--- config.mk ---
export PLATFORM = sky130hd
export DESIGN_NAME = fifo_stream_drain
export DESIGN_NICKNAME = d
export VERILOG_FILES = /design/src/rtl/fifo_pkg.sv /design/src/rtl/fifo_drain_buf.sv /design/src/rtl/fifo_stream_drain.sv
export SDC_FILE = /design/constraint.sdc
export NUM_CORES = 1
export LEC_CHECK = 0
export CELL_PAD_IN_SITES_DETAIL_PLACEMENT = 1
export CELL_PAD_IN_SITES_GLOBAL_PLACEMENT = 1
export CORE_UTILIZATION = 35
export CTS_CLUSTER_DIAMETER = 100
export CTS_CLUSTER_SIZE = 20
export DETAILED_ROUTE_END_ITERATION = 10
export HOLD_SLACK_MARGIN = 0.02
export PLACE_DENSITY_LB_ADDON = 0.1
export SLEW_MARGIN = 15
export SYNTH_ARGS = -nofsm -noshare
export SYNTH_HDL_FRONTEND = slang
export SYNTH_SLANG_ARGS = --single-unit
--- constraint.sdc ---
create_clock -name clk -period 2.85 [get_ports clk]
set_clock_uncertainty 0.15 [all_clocks]
set_input_delay 0.4275 -clock clk [delete_from_list [all_inputs] [get_ports clk]]
set_output_delay 0.4275 -clock clk [all_outputs]
set_load 0.02 [all_outputs]
--- src/rtl/fifo_pkg.sv ---
// Shared types for the sync_fifo read-side drain stage.
// Holds the default data width, the occupancy type and the buffer depth.
package fifo_pkg;

  localparam int DATA_W    = 8;
  localparam int BUF_DEPTH = 2;

  typedef logic [1:0] occ_t;

endpackage

--- src/rtl/fifo_drain_buf.sv ---
// Two-entry in-order output buffer (head/tail) for the drain stage.
// Head is the word presented downstream; tail queues behind it.
module fifo_drain_buf
  import fifo_pkg::*;
#(
  parameter int DATA_WIDTH = DATA_W
) (
  input  logic                  clk,
  input  logic                  rst,
  input  logic                  flush,
  input  logic                  push,
  input  logic                  pop,
  input  logic [DATA_WIDTH-1:0] din,
  output occ_t                  occ,
  output logic [DATA_WIDTH-1:0] head
);

  logic [DATA_WIDTH-1:0] tail;

  // Occupancy and entry update; a push at occ=2 is always paired with a pop.
  always_ff @(posedge clk) begin
    if (rst) begin
      occ  <= '0;
      head <= '0;
      tail <= '0;
    end else if (flush) begin
      occ <= '0;
    end else begin
      case (occ)
        2'd0: begin
          if (push) begin
            head <= din;
            occ  <= 2'd1;
          end
        end
        2'd1: begin
          case ({push, pop})
            2'b11: head <= din;
            2'b10: begin
              tail <= din;
              occ  <= 2'd2;
            end
            2'b01: occ <= 2'd0;
            default: ;
          endcase
        end
        2'd2: begin
          if (pop) begin
            head <= tail;
            if (push) tail <= din;
            else      occ  <= 2'd1;
          end
        end
        default: occ <= '0;
      endcase
    end
  end

endmodule

--- src/rtl/fifo_stream_drain.sv ---
// sync_fifo rd_en/dout/empty to valid/ready stream with 2-entry buffer.
// Define FIFO_DRAIN_STATS_EN to add the stat_words/stat_stalls counters.
module fifo_stream_drain
  import fifo_pkg::*;
#(
  parameter int DATA_WIDTH = DATA_W
`ifdef FIFO_DRAIN_STATS_EN
  ,
  parameter int CNT_WIDTH  = 16
`endif
) (
  input  logic                  clk,
  input  logic                  rst,
  input  logic                  fifo_empty,
  input  logic [DATA_WIDTH-1:0] fifo_dout,
  output logic                  fifo_rd_en,
  input  logic                  flush,
  output logic                  m_valid,
  input  logic                  m_ready,
  output logic [DATA_WIDTH-1:0] m_data
`ifdef FIFO_DRAIN_STATS_EN
  ,
  output logic [CNT_WIDTH-1:0]  stat_words,
  output logic [CNT_WIDTH-1:0]  stat_stalls
`endif
);

  occ_t       occ;
  logic       inflight;
  logic       pop;
  logic [2:0] level;

  assign m_valid = (occ != 2'd0);
  assign pop     = m_valid && m_ready;

  // Slots committed after this cycle: buffered + returning - leaving.
  assign level = {1'b0, occ} + {2'b0, inflight} - {2'b0, pop};

  assign fifo_rd_en = !rst && !flush && !fifo_empty
                   && (level < 3'(BUF_DEPTH));

  // A read issued this cycle returns data on fifo_dout next cycle.
  always_ff @(posedge clk) begin
    if (rst || flush) inflight <= 1'b0;
    else              inflight <= fifo_rd_en;
  end

  fifo_drain_buf #(
    .DATA_WIDTH(DATA_WIDTH)
  ) u_buf (
    .clk  (clk),
    .rst  (rst),
    .flush(flush),
    .push (inflight),
    .pop  (pop),
    .din  (fifo_dout),
    .occ  (occ),
    .head (m_data)
  );

`ifdef FIFO_DRAIN_STATS_EN
  // Saturating delivery/stall counters, cleared by reset only.
  always_ff @(posedge clk) begin
    if (rst) begin
      stat_words  <= '0;
      stat_stalls <= '0;
    end else begin
      if (pop && (stat_words != '1))
        stat_words <= stat_words + 1'b1;
      if (m_valid && !m_ready && (stat_stalls != '1))
        stat_stalls <= stat_stalls + 1'b1;
    end
  end
`endif

endmodule

Yosys cells after proc, flatten, opt, wreduce, memory -nomap -nowiden
Index checks and enable logic that the tools add are counted.
{"block": "totals", "reg_bits": 19, "latchBits": 0, "ram_bits": 0, "rom_bits": 0, "inputBits": 13, "output_inout_bits": 10, "wordCells": 48, "mem_count": 0}
{"block": "classes", "addsub": 2, "n_mul": 0, "div": 0, "n_lt_le_gt_ge": 1, "n_eq_ne": 12, "shifts": 0, "n_mux": 12, "bitwise": 1, "reduce_logical": 16}
{"operator": "2-to-1 mux 8 bit", "n": 5}
{"operator": "one-hot mux 8 bit (3 select lines)", "n": 1}
{"operator": "one-hot mux 8 bit (2 select lines)", "n": 1}
{"operator": "inequality test 2 bit, second input constant", "n": 5}
{"operator": "AND reduction 5 bit", "n": 2}
{"operator": "== test 2 bit, second input constant", "n": 3}
{"operator": "2-to-1 mux 2 bit", "n": 3}
{"operator": "one-hot mux 2 bit (3 select lines)", "n": 1}
{"operator": "== test 2 x 1 -> 1 bit, second input constant", "n": 2}
{"operator": "logical AND 1 bit", "n": 4}
{"operator": "one-hot mux 2 bit (2 select lines)", "n": 1}
{"operator": "AND reduction 4 bit", "n": 1}
{"operator": "nonzero test 2 bit", "n": 2}
{"operator": "adder 2 x 1 -> 3 bit", "n": 1}
{"operator": "zero test 1 bit", "n": 3}
{"operator": "less-than comparator 3 x 2 -> 1 bit, second input constant", "n": 1}
{"operator": "inequality test 3 x 2 -> 1 bit, second input constant", "n": 1}
{"operator": "nonzero test 3 bit", "n": 1}
{"operator": "subtractor 3 x 1 -> 3 bit", "n": 1}
{"operator": "zero test 2 bit", "n": 1}
{"operator": "inequality test 2 x 1 -> 1 bit, second input constant", "n": 1}
{"operator": "OR reduction 2 bit", "n": 1}
{"operator": "logical OR 1 bit", "n": 1}
{"operator": "NOT 1 bit", "n": 1}

Depth between registers and ports, before layout
{"block": "depth", "word_depth": 5, "mapped_depth": 7, "mapped_depth_nobuf": 6}

Cells and area by module
From an unflattened synthesis, not the netlist that was laid out.
{"block": "hier_totals", "cells_unflattened": 103, "area_unflattened_um2": 1017.2}
{"module": "fifo_drain_buf", "instances": 1, "cells_each": 92, "area_per_inst_um2": 909.6, "seq_area_each_um2": 360.3}
{"module": "fifo_stream_drain", "instances": 1, "cells_each": 11, "area_per_inst_um2": 107.6, "seq_area_each_um2": 20.0}

Worst setup path before layout
No wires, ideal clock.
{"block": "synth_path", "kind": "in2out", "from": "in m_ready", "to": "out fifo_rd_en", "arrival_ns": 1.790, "required_time_ns": 2.273, "path_slack_ns": 0.482, "path_stages": 7, "path_buffers": 1, "cell_sequence": "buf_2 > nand3b_1 > inv_1 > o21ai_0 > fa_1 > xnor2_1 > and4b_1"}
{"block": "synth_between", "elab_chain_cells": 4}
{"item": "from (decl)", "line_no": "fifo_stream_drain.sv:19", "text": "input logic m_ready,"}
{"item": "logical AND 1 bit", "line_no": "fifo_stream_drain.sv:34", "text": "assign pop = m_valid && m_ready;"}
{"item": "subtractor 3 x 1 -> 3 bit", "line_no": "fifo_stream_drain.sv:37", "text": "assign level = {1'b0, occ} + {2'b0, inflight} - {2'b0, pop};"}
{"item": "less-than comparator 3 x 2 -> 1 bit", "line_no": "fifo_stream_drain.sv:40", "text": "&& (level < 3'(BUF_DEPTH));"}
{"item": "logical AND 1 bit", "line_no": "fifo_stream_drain.sv:40"}
{"item": "to (decl)", "line_no": "fifo_stream_drain.sv:16", "text": "output logic fifo_rd_en,"}
Every way passes these cells.

Final worst setup path
{"block": "layout_path", "from": "reg u_buf.occ[0]", "to": "out fifo_rd_en"}
{"block": "layout_between", "elab_chain_cells": 5, "word_cells_on_any_way": 6, "classes_between": "add/sub: 2; order compare: 1; reduce/logical: 3"}
{"item": "from (decl)", "line_no": "fifo_drain_buf.sv:14", "text": "output occ_t occ,"}
{"item": "from (signal assigned)", "line_no": "fifo_drain_buf.sv:23", "text": "occ <= '0;"}
{"item": "from (signal assigned)", "line_no": "fifo_drain_buf.sv:27", "text": "occ <= '0;"}
{"item": "from (signal assigned)", "line_no": "fifo_drain_buf.sv:33", "text": "occ <= 2'd1;"}
{"item": "branches (longest 2 deep; another with adder 2 x 1 -> 3 bit)"}
{"item": "subtractor 3 x 1 -> 3 bit (*)", "line_no": "fifo_stream_drain.sv:37"}
{"item": "less-than comparator 3 x 2 -> 1 bit (*)", "line_no": "fifo_stream_drain.sv:40"}
{"item": "logical AND 1 bit (*)", "line_no": "fifo_stream_drain.sv:40"}
Mark *: on every way between the ends.

==> summary.md <==
| Metric | Value |
|---|---|
| Status | completed |
| Net Sw Frac | 0.267 |
| Clk_lat worst skew | 300 ps |
| EDFF count, synth | 0 |
| Worst path arrival time | 1970 ps |
| Pint | 0.370 mW |
| Initial core utilization | 0.369 |
| Via count | between 800 and 900 |
| Top_reg_cell synth | dfxtp_1 |
| CTS root buffer | clkbuf_4 |
| Largest net degree at the start of global routing | 25 |
| Async SR Flop Fraction | 0 |
| Number of global-route vias before repair | 860 |
| Final nets | 145 |
| Hold_buf cts | 0 |
| Psw | 0.135 mW |
| Die height | approximately 56 µm |
| Longest Clk Path Bufs | 2 |
| TNS Setup | 0 ps |
| CTS tree | yes |
| Design area | 0.00133 mm² |
| Rows | 19 |
| Detailed Place HPWL | 1770 µm |
| Pwr Density | 379 mW/mm² |
| PortBufs | 22 |
| Worst Hold Class | reg -> reg |
| Seq/Total Area, Yosys | 0.373 |
| Post-Syn Area | ~0.0010 mm² |
| Leak | 0.536 nW |
| RSZ-0062 raised after global routing | no |
| Seq cells post-synth | 19 |
| Slowest-stage cell, CP | fa_1 |
| Final hold viol count | 0 |
| CP max stage delay | 400 ps |
| DR vias/cell | between 5 and 6 |
| Initial DRC count | 10 |
| # IOs | 23 |
| Fin util | 0.483 |
| Initial antenna violation count | 0 |
| Chip Width | around 56 µm |
| Post-DRT Antenna Nets | 0 |
| Worst-Margin Slew | about 560 ps |
| Synthesis warning total | 0 |
| Cell variety after synth | 27 |
| Final Non-Filler Cells | 161 |
| DRC | 0 |
| Post-CTS Setup Bufs | 0 |
| Core area | ~0.0028 mm² |
| Worst Path Max Fanout | 3 |
| Slew headroom | 0.624 |
| Die ar. | 0.00313 mm² |
| Cells after Synth | 102 |
| Clk network pwr share | 0.286 |
| Drt first pass iters | 3 |
| Required time worst endpoint | about 2300 ps |
| Worst-path clk slew | 120 ps |
| Layout area overhead | 30.7% |
| Average size of a mapped cell | 9.99 µm² |
| N_diodes | 0 |
| Commonest cells after routing, fill and taps aside | clkdlybuf4s50_1 (20), dfxtp_1 (19), nand2b_1 (18) |
| Routed WL | 2320 µm |
| Mapped Nets | 116 |
| Cell breakdown of the critical path | nand3b_1 -> inv_1 -> o21ai_0 -> fa_1 -> xnor2_1 -> and4b_1 -> buf_2 |
| Achievable frequency | 392 MHz |
| Peak supply drop | 279 µV |
| Final GP Congestion | 0.774 |
| Final critical-path share of the clock period | 0.895 |
| Setup violators final | 0 |
| Critical Path Start Type | flip-flop |
| H-Tree Depth | 1 |
| CTS Buf Count | 3 |
| Crit path kind | reg -> out |
| Layout cells sized above 1 | 0.146 |
| Wire per inst | 14.4 µm |
| Slew Viols, Final | 0 |
| Worst setup EP type | primary output |
| Maxcap violations | 0 |
| GRT Overall Usage | 0.172 |
| Final critical-path required period | 2550 ps |
| First-pass GRT wire length | a little over 4000 µm |
| Worst hold slack | 338 ps |
| Dpl cell area | about 0.0013 mm² |
| Comb pwr share | 0.167 |
| Commonest non-fill, non-tap cell in the layout | clkdlybuf4s50_1 |
| DP Cell Count | 157 |
| Flop pwr share | 0.548 |
| Remaining Overflow, GRT | 0 |
| Clk sinks | 19 |
-- cells in the mapped netlist, types with 2 or more instances --
cell,n,share of area
nor2_1,2,0.0074
mux2i_1,16,0.16
a21oi_1,3,0.015
nand2b_1,18,0.11
nand3b_1,2,0.015
o21a_1,2,0.015
a211oi_1,16,0.12
clkbuf_1,4,0.015
and4b_1,2,0.020
dfxtp_1,19,0.37
inv_1,2,0.0074
-- final timing paths --
kind,slack [ps],end,depth (start not counted),from
worst min register to register,340,u_buf.tail[4],2,u_buf.tail[4]
worst max register to register,1030,u_buf.tail[1],5,u_buf.occ[0]
worst max-delay path,300,fifo_rd_en,7,u_buf.occ[0]
worst min-delay path,340,u_buf.tail[4],2,u_buf.tail[4]
-- final cells by class --
class,count,area [µm²]
fill,328,1430
multi-input combinational,74,592
sequential,19,380
timing repair buffer,31,285
tap,31,38.8
clock buffer,3,22.5
inverter,2,7.51
clock inverter,1,5.00
-- logic make-up after synthesis --
group	Yosys count	synth area share
flops	19	0.373
xor+xnor	1	0.00860
fa+ha+maj	1	0.0197
compound gates	24	0.179
simple gates	31	0.205
buf+inv	9	0.0455
mux	17	0.168
-- metal layers --
layer,up-vias,GRT usage,wire (µm)
met5,-,0,0
met1,385,0.245,1200
met2,17,0.256,1010
li1,426,-,-
met4,0,0.0732,44
met3,5,0.0279,61
-- power by group through the flow --
stage | clock network [mW] | registers [mW] | logic, mW
floorplan | 0 | 0.289 | 0.0357
global placement | 0 | 0.282 | 0.0845
detailed placement | 0 | 0.283 | 0.0857
CTS | 0.150 | 0.277 | 0.0854
global route | 0.165 | 0.278 | 0.0921
finish | 0.144 | 0.277 | 0.0841
-- worst max-delay path, delay by kind of cell (launching register included) --
kind            cells  cell delay [ps]
compound gates      1              110
flops               1              350
buf+inv             2              240
xor+xnor            1              190
fa+ha+maj           1              400
simple gates        2              380
-- sequential cells by signal, indices dropped and copies added, names as in the netlist --
register	flops
inflight	1
u_buf.head	8
u_buf.occ	2
u_buf.tail	8
-- repair_timing --
action | CTS | global route
endpoints found under the hold margin | 0 | 0
resized for setup | 4 | 1
endpoints found under the setup margin | 1 | 1
pin swaps | 0 | 1
-- per-stage QoR --
step | total power, mW | setup slack [ps]
2_1_floorplan | 0.325 | 482
3_3_place_gp | 0.367 | -289
3_5_place_dp | 0.368 | -342
4_1_cts | 0.512 | 80.0
5_1_grt | 0.535 | 150
6_report | 0.505 | 300
(Power assumes the default switching activity.)
